===== src/rtl/outing_pkg.sv =====
// Shared types and default sizing for the outing-decision initiator.
package outing_pkg;

  // Default group size and reply timeout of the poller.
  localparam int NUM_PER_GROUP_DEF = 32'd2;
  localparam int TIMEOUT_DEF       = 32'd15;

  // Friend index width and WAIT timer width for the default configuration.
  localparam int IDX_W = $clog2(32'd2 * NUM_PER_GROUP_DEF);
  localparam int TMR_W = $clog2(TIMEOUT_DEF + 32'd1);

  // Poll-round sequencer states.
  typedef enum logic [1:0] {
    IDLE = 2'd0,
    WAIT = 2'd1,
    GAP  = 2'd2,
    DONE = 2'd3
  } state_e;

endpackage


===== src/rtl/outing_poller_reply_timer.sv =====
// WAIT-state timeout counter: counts enabled cycles from zero and flags the
// cycle in which the count reaches TIMEOUT-1. The flag is registered from the
// next count value, so it is aligned with the count it describes.
module reply_timer #(
  parameter int TIMEOUT  = 32'd15,
  parameter int TMR_BITS = $clog2(TIMEOUT + 32'd1)
) (
  input  logic Clk,
  input  logic Rst,
  input  logic clear,
  input  logic enable,
  output logic expired
);

  localparam logic [TMR_BITS-1:0] LAST_CNT = TMR_BITS'(TIMEOUT - 32'd1);

  logic [TMR_BITS-1:0] r_count;
  logic                r_expired;
  logic [TMR_BITS-1:0] w_count_nx;

  // Next count: clear has priority, otherwise step while enabled.
  always_comb begin
    w_count_nx = r_count;
    if (clear) begin
      w_count_nx = '0;
    end else if (enable) begin
      w_count_nx = r_count + TMR_BITS'(1'b1);
    end else begin
      w_count_nx = r_count;
    end
  end

  // Count register and registered expiry flag.
  always_ff @(posedge Clk) begin
    if (Rst) begin
      r_count   <= '0;
      r_expired <= 1'b0;
    end else begin
      r_count   <= w_count_nx;
      r_expired <= (w_count_nx == LAST_CNT);
    end
  end

  assign expired = r_expired;

endmodule


===== src/rtl/outing_poller.sv =====
// Initiator side of the outing decision: polls every friend in turn over a
// req/reply handshake, records yes/no/timeout per friend and registers the
// going-out decision when the round completes.
module outing_poller
  import outing_pkg::*;
#(
  parameter int NUM_PER_GROUP = NUM_PER_GROUP_DEF,
  parameter int TIMEOUT       = TIMEOUT_DEF
) (
  input  logic                                   Clk,
  input  logic                                   Rst,
  input  logic                                   start,
  output logic                                   invite_req,
  output logic [$clog2(2*NUM_PER_GROUP)-1:0]     invite_idx,
  input  logic                                   reply_valid,
  input  logic                                   reply_yes,
  output logic                                   busy,
  output logic                                   done,
  output logic [NUM_PER_GROUP-1:0]               hikingClub,
  output logic [NUM_PER_GROUP-1:0]               basketBallTeam,
  output logic [2*NUM_PER_GROUP-1:0]             timeout_mask,
  output logic                                   going_out
);

  localparam int NF       = 32'd2 * NUM_PER_GROUP;
  localparam int IDX_BITS = $clog2(NF);
  localparam int TMR_BITS = $clog2(TIMEOUT + 32'd1);
  localparam logic [IDX_BITS-1:0] LAST_IDX = IDX_BITS'(NF - 32'd1);

  // State and result registers.
  state_e              r_state;
  logic [IDX_BITS-1:0] r_idx;
  logic [NF-1:0]       r_result;
  logic [NF-1:0]       r_mask;
  logic                r_invite_req;
  logic                r_busy;
  logic                r_done;
  logic                r_going_out;

  // Next-state values from the sequencer.
  state_e              w_state_nx;
  logic [IDX_BITS-1:0] w_idx_nx;
  logic [NF-1:0]       w_result_nx;
  logic [NF-1:0]       w_mask_nx;
  logic                w_clr_go;
  logic                w_go_nx;
  logic                w_tmr_clear;
  logic                w_tmr_en;
  logic                w_expired;

  // Timeout counter for the friend currently being waited on.
  reply_timer #(
    .TIMEOUT  (TIMEOUT),
    .TMR_BITS (TMR_BITS)
  ) u_reply_timer (
    .Clk     (Clk),
    .Rst     (Rst),
    .clear   (w_tmr_clear),
    .enable  (w_tmr_en),
    .expired (w_expired)
  );

  // Sequencer next-state logic: one WAIT per friend separated by a one-cycle
  // GAP so the invitation returns to zero between friends. The timer is held
  // clear everywhere except while a WAIT is still pending.
  always_comb begin
    w_state_nx  = r_state;
    w_idx_nx    = r_idx;
    w_result_nx = r_result;
    w_mask_nx   = r_mask;
    w_clr_go    = 1'b0;
    w_tmr_clear = 1'b1;
    w_tmr_en    = 1'b0;
    case (r_state)
      IDLE: begin
        if (start) begin
          w_result_nx = '0;
          w_mask_nx   = '0;
          w_idx_nx    = '0;
          w_clr_go    = 1'b1;
          w_state_nx  = WAIT;
        end else begin
          w_state_nx  = IDLE;
        end
      end
      WAIT: begin
        if (reply_valid) begin
          // A reply beats a simultaneous expiry: no mask bit in that case.
          w_result_nx[r_idx] = reply_yes;
          w_state_nx         = (r_idx == LAST_IDX) ? DONE : GAP;
        end else if (w_expired) begin
          w_result_nx[r_idx] = 1'b0;
          w_mask_nx[r_idx]   = 1'b1;
          w_state_nx         = (r_idx == LAST_IDX) ? DONE : GAP;
        end else begin
          w_tmr_clear = 1'b0;
          w_tmr_en    = 1'b1;
          w_state_nx  = WAIT;
        end
      end
      GAP: begin
        w_idx_nx   = r_idx + IDX_BITS'(1'b1);
        w_state_nx = WAIT;
      end
      DONE: begin
        w_state_nx = IDLE;
      end
      default: begin
        w_state_nx = IDLE;
      end
    endcase
  end

  // Decision from the vectors that will be held during DONE.
  always_comb begin
    w_go_nx = (|w_result_nx[NUM_PER_GROUP-1:0]) & (|w_result_nx[NF-1:NUM_PER_GROUP]);
  end

  // State, index, results and registered handshake/status outputs. Outputs are
  // derived from the next state so they line up with the state they describe.
  always_ff @(posedge Clk) begin
    if (Rst) begin
      r_state      <= IDLE;
      r_idx        <= '0;
      r_result     <= '0;
      r_mask       <= '0;
      r_invite_req <= 1'b0;
      r_busy       <= 1'b0;
      r_done       <= 1'b0;
      r_going_out  <= 1'b0;
    end else begin
      r_state      <= w_state_nx;
      r_idx        <= w_idx_nx;
      r_result     <= w_result_nx;
      r_mask       <= w_mask_nx;
      r_invite_req <= (w_state_nx == WAIT);
      r_busy       <= (w_state_nx != IDLE);
      r_done       <= (w_state_nx == DONE);
      if (w_clr_go) begin
        r_going_out <= 1'b0;
      end else if (w_state_nx == DONE) begin
        r_going_out <= w_go_nx;
      end else begin
        r_going_out <= r_going_out;
      end
    end
  end

  assign invite_req     = r_invite_req;
  assign invite_idx     = r_idx;
  assign busy           = r_busy;
  assign done           = r_done;
  assign hikingClub     = r_result[NUM_PER_GROUP-1:0];
  assign basketBallTeam = r_result[NF-1:NUM_PER_GROUP];
  assign timeout_mask   = r_mask;
  assign going_out      = r_going_out;

endmodule


===== config.mk =====
export PLATFORM = sky130hd
export DESIGN_NAME = outing_poller
export DESIGN_NICKNAME = d
export VERILOG_FILES = /design/src/rtl/outing_pkg.sv /design/src/rtl/outing_poller_reply_timer.sv /design/src/rtl/outing_poller.sv
export SDC_FILE = /design/constraint.sdc
export NUM_CORES = 1
export LEC_CHECK = 0
export CAP_MARGIN = 20
export CORE_UTILIZATION = 45
export CTS_CLUSTER_SIZE = 8
export DETAILED_ROUTE_END_ITERATION = 10
export PLACE_DENSITY_LB_ADDON = 0.15
export SYNTH_ARGS = -nofsm -noshare
export SYNTH_HDL_FRONTEND = slang
export SYNTH_SLANG_ARGS = --single-unit

===== constraint.sdc =====
create_clock -name Clk -period 1.57 [get_ports Clk]
set_input_delay 0.157 -clock Clk [delete_from_list [all_inputs] [get_ports Clk]]
set_output_delay 0.157 -clock Clk [all_outputs]
set_load 0.05 [all_outputs]

## Yosys cells after proc, flatten, opt, wreduce, memory -nomap -nowiden

Index checks and enable logic that the tools add are counted.

| storage, ports and cells | value |
|---|---|
| flip-flop bits (word level) | 21 |
| input port bits | 5 |
| output and inout port bits | 14 |
| logic and storage cells | 66 |

| cells by class | value |
|---|---|
| add/sub/neg operators | 2 |
| magnitude comparators | 2 |
| eq/ne operators | 10 |
| muxes and demuxes | 28 |
| bitwise operators | 4 |
| reductions and logical operators | 10 |

Operator list:

| kind | number |
|---|---|
| 2-to-1 mux 4 bit | 8 |
| case mux 4 bit (2 select lines) | 2 |
| 2-to-1 mux 1 bit | 11 |
| equality test 2 bit (second input constant) | 4 |
| case mux 2 bit (4 select lines) | 1 |
| 2-to-1 mux 2 bit | 3 |
| nonzero test 2 bit | 3 |
| OR reduction 2 bit | 3 |
| adder 4 x 1 -> 4 bit (second input constant) | 1 |
| bitwise AND 4 bit | 1 |
| bitwise mux 4 bit | 1 |
| equality test 2 x 1 -> 1 bit (second input constant) | 2 |
| equality test 4 bit (second input constant) | 1 |
| != test 2 bit (second input constant) | 2 |
| inverter 4 bit | 1 |
| bitwise OR 4 bit | 1 |
| case mux 2 bit (2 select lines) | 1 |
| AND reduction 4 bit | 1 |
| < comparator 2 x 3 -> 1 bit (second input constant) | 1 |
| adder 2 x 1 -> 2 bit (second input constant) | 1 |
| demux 1 bit (select 2 bit) | 1 |
| greater-or-equal comparator 2 x 1 -> 1 bit (second input constant) | 1 |
| zero test 2 bit | 1 |
| != test 2 x 1 -> 1 bit (second input constant) | 1 |
| other kinds (3) | 3 |

## Logic depth before layout (Yosys ltp)

| depth | value |
|---|---|
| word-level depth | 11 |
| mapped depth | 6 |
| depth with buffers taken out | 6 |

## Cells and area by module

Synthesis repeated with hierarchy kept, for this count alone.

| second synthesis, totals | value |
|---|---|
| cells, all modules | 113 |
| area, all modules | 980.9 µm² |

Modules (own cells, without submodules):

| module | instances | cells an instance | area an instance (µm²) | sequential area each (µm²) |
|---|---|---|---|---|
| outing_poller | 1 | 90 | 735.7 | 320.3 |
| reply_timer | 1 | 23 | 245.2 | 100.1 |

## Worst setup path after synthesis

Ideal clock, no wire load.

| path | value |
|---|---|
| path kind | reg-to-reg |
| from | register r_idx[0], in the netlist invite_idx[0] |
| to | register r_going_out, in the netlist going_out |
| library setup time | 0.116 ns |
| arrival | 1.633 ns |
| required time | 1.454 ns |
| slack | -0.178 ns |
| stages on the path, launching flop included | 6 |
| path buffers | 0 |
| clock period less this slack | 1.748 ns |
| cells stage by stage | dfxtp_1 > inv_1 > ha_1 > o21a_1 > o22a_1 > a31o_1 |

| on the way | value |
|---|---|
| word-level cells in the longest chain between the ends | 11 |
| elaborated cells on any way between the ends | 20 |
| those cells by class | order compare: 2; eq/ne: 2; mux: 10; bitwise: 3; reduce/logical: 3 |

RTL lines:

| what | line | text |
|---|---|---|
| start, declared | outing_poller.sv:32 | `logic [IDX_BITS-1:0] r_idx;` |
| start signal, assigned | outing_poller.sv:133 | `r_idx <= w_idx_nx;` |
| < comparator 2 x 3 -> 1 bit (not written as such) / greater-or-equal comparator 2 x 1 -> 1 bit (equally long branches) | outing_poller.sv:89, outing_poller.sv:92 |  |
| logical AND 1 bit (not written as such) | outing_poller.sv:89, outing_poller.sv:92 |  |
| 2-to-1 mux 1 bit (not written as such) | outing_poller.sv:89, outing_poller.sv:92 |  |
| demux 1 bit (select 2 bit) | outing_poller.sv:89, outing_poller.sv:92 |  |
| inverter 4 bit (no source line) | -- |  |
| bitwise AND 4 bit (no source line) | -- |  |
| 2-to-1 mux 4 bit | outing_poller.sv:91 | `end else if (w_expired) begin` |
| 2-to-1 mux 4 bit | outing_poller.sv:87 | `if (reply_valid) begin` |
| case mux 4 bit (2 select lines) | outing_poller.sv:74 | `case (r_state)` |
| OR reduction 2 bit | outing_poller.sv:116 | `w_go_nx = (\|w_result_nx[NUM_PER_GROUP-1:0]) & (\|w_result_nx[NF-1:NUM_PER_GROUP]);` |
| bitwise AND 1 bit | outing_poller.sv:116 |  |
| end signal, assigned | outing_poller.sv:142 | `r_going_out <= w_go_nx;` |
| end signal, assigned | outing_poller.sv:144 | `r_going_out <= r_going_out;` |
| end, declared | outing_poller.sv:38 | `logic r_going_out;` |

Parallel ways exist; a longest one is shown, timed or not.
A chain may end at the register's enable or synchronous reset.

## Final worst setup path

Ends and elaborated chain as after synthesis.

==> results.ini <==
[global_routing]
grt_pass1_wl_mm=3.46
grt_pass1_vias=802
grt.overflow.total=0
grt_max_degree=17
antenna_found_initial=0
grtUsageTotal_pct=18.7

[synth]
synth_top_area_share_pct=42.2
synth_nets=119
yosys_warnings=0
syn_avg_cell_area_um2=9.31
synth.distinct_cells=35
ys_ff_latch=21
yosysTopAreaCell=dfxtp_1
synth_edf_count=0
ys_seq_area_share_pct=42.2
synthTopCellsByArea=dfxtp_1 (42%), ha_1 (8.8%), a21oi_1 (4.0%), nor2_1 (3.8%), inv_1 (3.4%)
synth-main-ff-cell=dfxtp_1
async_flop_share_pct=0
synth_cells=107
synth.cell_area_um2=996

[final_layout]
drive_gt1_share_pct=28.5
postLayoutCoreUtil_pct=62.1
final_cells=164
area_growth_pct=26.1
diodes=0
nNetsFinal=150

[floorplanning]
die_width_um=49.0
io_pins=19
initial_core_util_pct=49.3
num_rows=16
die_area_mm2=0.00241
core_mm2=0.00202
die_h_um=49.0

[clock_tree]
clkTransAtPathRegs_ns=0.12
cts_buffer_depth=2
clk_latency_ns=0.31
clkSinkCount=21
htreeDepth=1
cts_setup_buffers=0
cts_resized=0
cts-root-buf=clkbuf_4
cts_buffers=3
tritoncts=done
hold_buffers=0

[place]
io_buffers=18
dpl.cell_count=160
place_congestion=0.788
dp_hpwl_mm=1.53

[run]
max_cap_violations=0

[route]
dr_wl_met2_um=977
wl_met1_um=948
routedWlPerCell_um=12.4
drt_iter0_drc=14
avgViaCountPerCell=5.09
drc_errors=0
drt_wl_total_mm=2.04
vias=835
antenna_left=0
drtPass1Iterations=4
routed.top_layer=met4
met3_length_um=101

[timing]
rsz0062_at_grt=no
min_period_over_period_pct=94.4
finalClockSkew_ns=0.0110
worst_pin_slew_ns=0.381
whs_ns=0.477
clock.fmax_ghz=0.675
hold_violations=0
setup_viol=0
setup_tns_ns=0
slew_headroom_pct=74.2
period_minus_slack_ns=1.48
slew_viol_final=0

[power]
p_leak_nw=0.546
total_power_mw=0.979
peakVddDrop_mv=0.393
p_per_area_mw_per_mm2=779

[setup_path]
start_kind=register
cp-end-kind=register
crit_type=register to register
path_max_fanout=6
arrival_ns=1.69
critPathRequiredTime_ns=1.78

[worst_hold_path]
hold_class=register to register

[run_status]
status=complete, no violations

==> stage by stage <==
step           worst slack, ns  area (um^2)
6_report                0.0877         1260
5_1_grt                0.00193         1260
4_1_cts                  0.104         1260
3_5_place_dp            -0.139         1230
3_3_place_gp            -0.105         1230
2_1_floorplan           0.0445          998
==> state kept, by name, indices dropped and copies added (netlist names), 2 cells and up <==
register               count
u_reply_timer.r_count      4
r_result                   4
r_state                    2
invite_idx                 2
timeout_mask               4
==> logic make-up (layout without fill, tap and decap cells) <==
group                    count (synthesis)  after routing  synth area share, %
adder cells (fa/ha/maj)                  7              7                 8.79
XOR/XNOR                                 2              2                 1.76
flip-flops                              21             21                 42.2
AND/OR/NAND/NOR                         40             40                 24.1
buffers and inverters                   14             44                 7.91
AO/OA/AOI/OAI                           23             23                 15.2
==> where the power goes <==
part / switching, mW / leakage [nW] / total, mW / internal [mW]
Sequential: 0.00732 / 0.171 / 0.553 / 0.546
Clock: 0.167 / 0.0150 / 0.266 / 0.0991
Combinational: 0.0912 / 0.360 / 0.160 / 0.0690
Total: 0.265 / 0.546 / 0.979 / 0.714
==> cells in the mapped netlist, drive strengths merged (2+ instances only) <==
cell / instances
a21oi: 8
a22oi: 2
a32oi: 3
and4b: 2
buf: 4
dfxtp: 21
ha: 7
inv: 9
nand2: 3
nand2b: 4
nand3: 4
nand3b: 2
nor2: 11
nor2b: 2
nor3: 5
o21ai: 4
xor2: 2
==> layout make-up <==
class	instances	area (um^2)
fill	195	766
timing repair buffer	31	243
tap	27	33.8
multi-input combinational	72	497
inverter	9	33.8
sequential	21	423
clock buffer	4	26.3
==> cells in the final DEF (no fill, tap or decap), drive strengths merged, types with 2 or more instances in the layout <==
| cell | synthesis | routed |
|---|---|---|
| clkdlybuf4s50 | 0 | 4 |
| nor2b | 2 | 2 |
| nand2b | 4 | 4 |
| a21oi | 8 | 8 |
| a32oi | 3 | 3 |
| nand2 | 3 | 3 |
| nor3 | 5 | 5 |
| nand3b | 2 | 2 |
| buf | 4 | 27 |
| dfxtp | 21 | 21 |
| ha | 7 | 7 |
| a22oi | 2 | 2 |
| and4b | 2 | 2 |
| inv | 9 | 9 |
| xor2 | 2 | 2 |
| o21ai | 4 | 4 |
| nor2 | 11 | 11 |
| clkbuf | 0 | 4 |
| nand3 | 4 | 4 |
==> path summary, 6_finish.rpt <==
kind	end	slack [ns]	cells after the start	from
worst min register to register	r_result[3]	0.48	2	r_result[3]
worst max register to register	going_out	0.09	5	invite_idx[0]
worst max-delay path	going_out	0.09	5	invite_idx[0]
worst min-delay path	r_result[3]	0.48	2	r_result[3]
==> per-layer routing <==
metal,vias up,global-route usage [%]
met2,20,29.9
met3,2,4.05
met5,-,0
li1,430,-
met1,383,24.5
met4,0,6.86
==> critical path, stage by stage, from the launching register on <==
cell	delay (ns)
dfxtp_2	0.40
ha_1	0.29
nand2_1	0.08
a311oi_1	0.33
nor3b_1	0.08
a31o_1	0.19
Note: power is estimated with default switching activity, not from simulation.
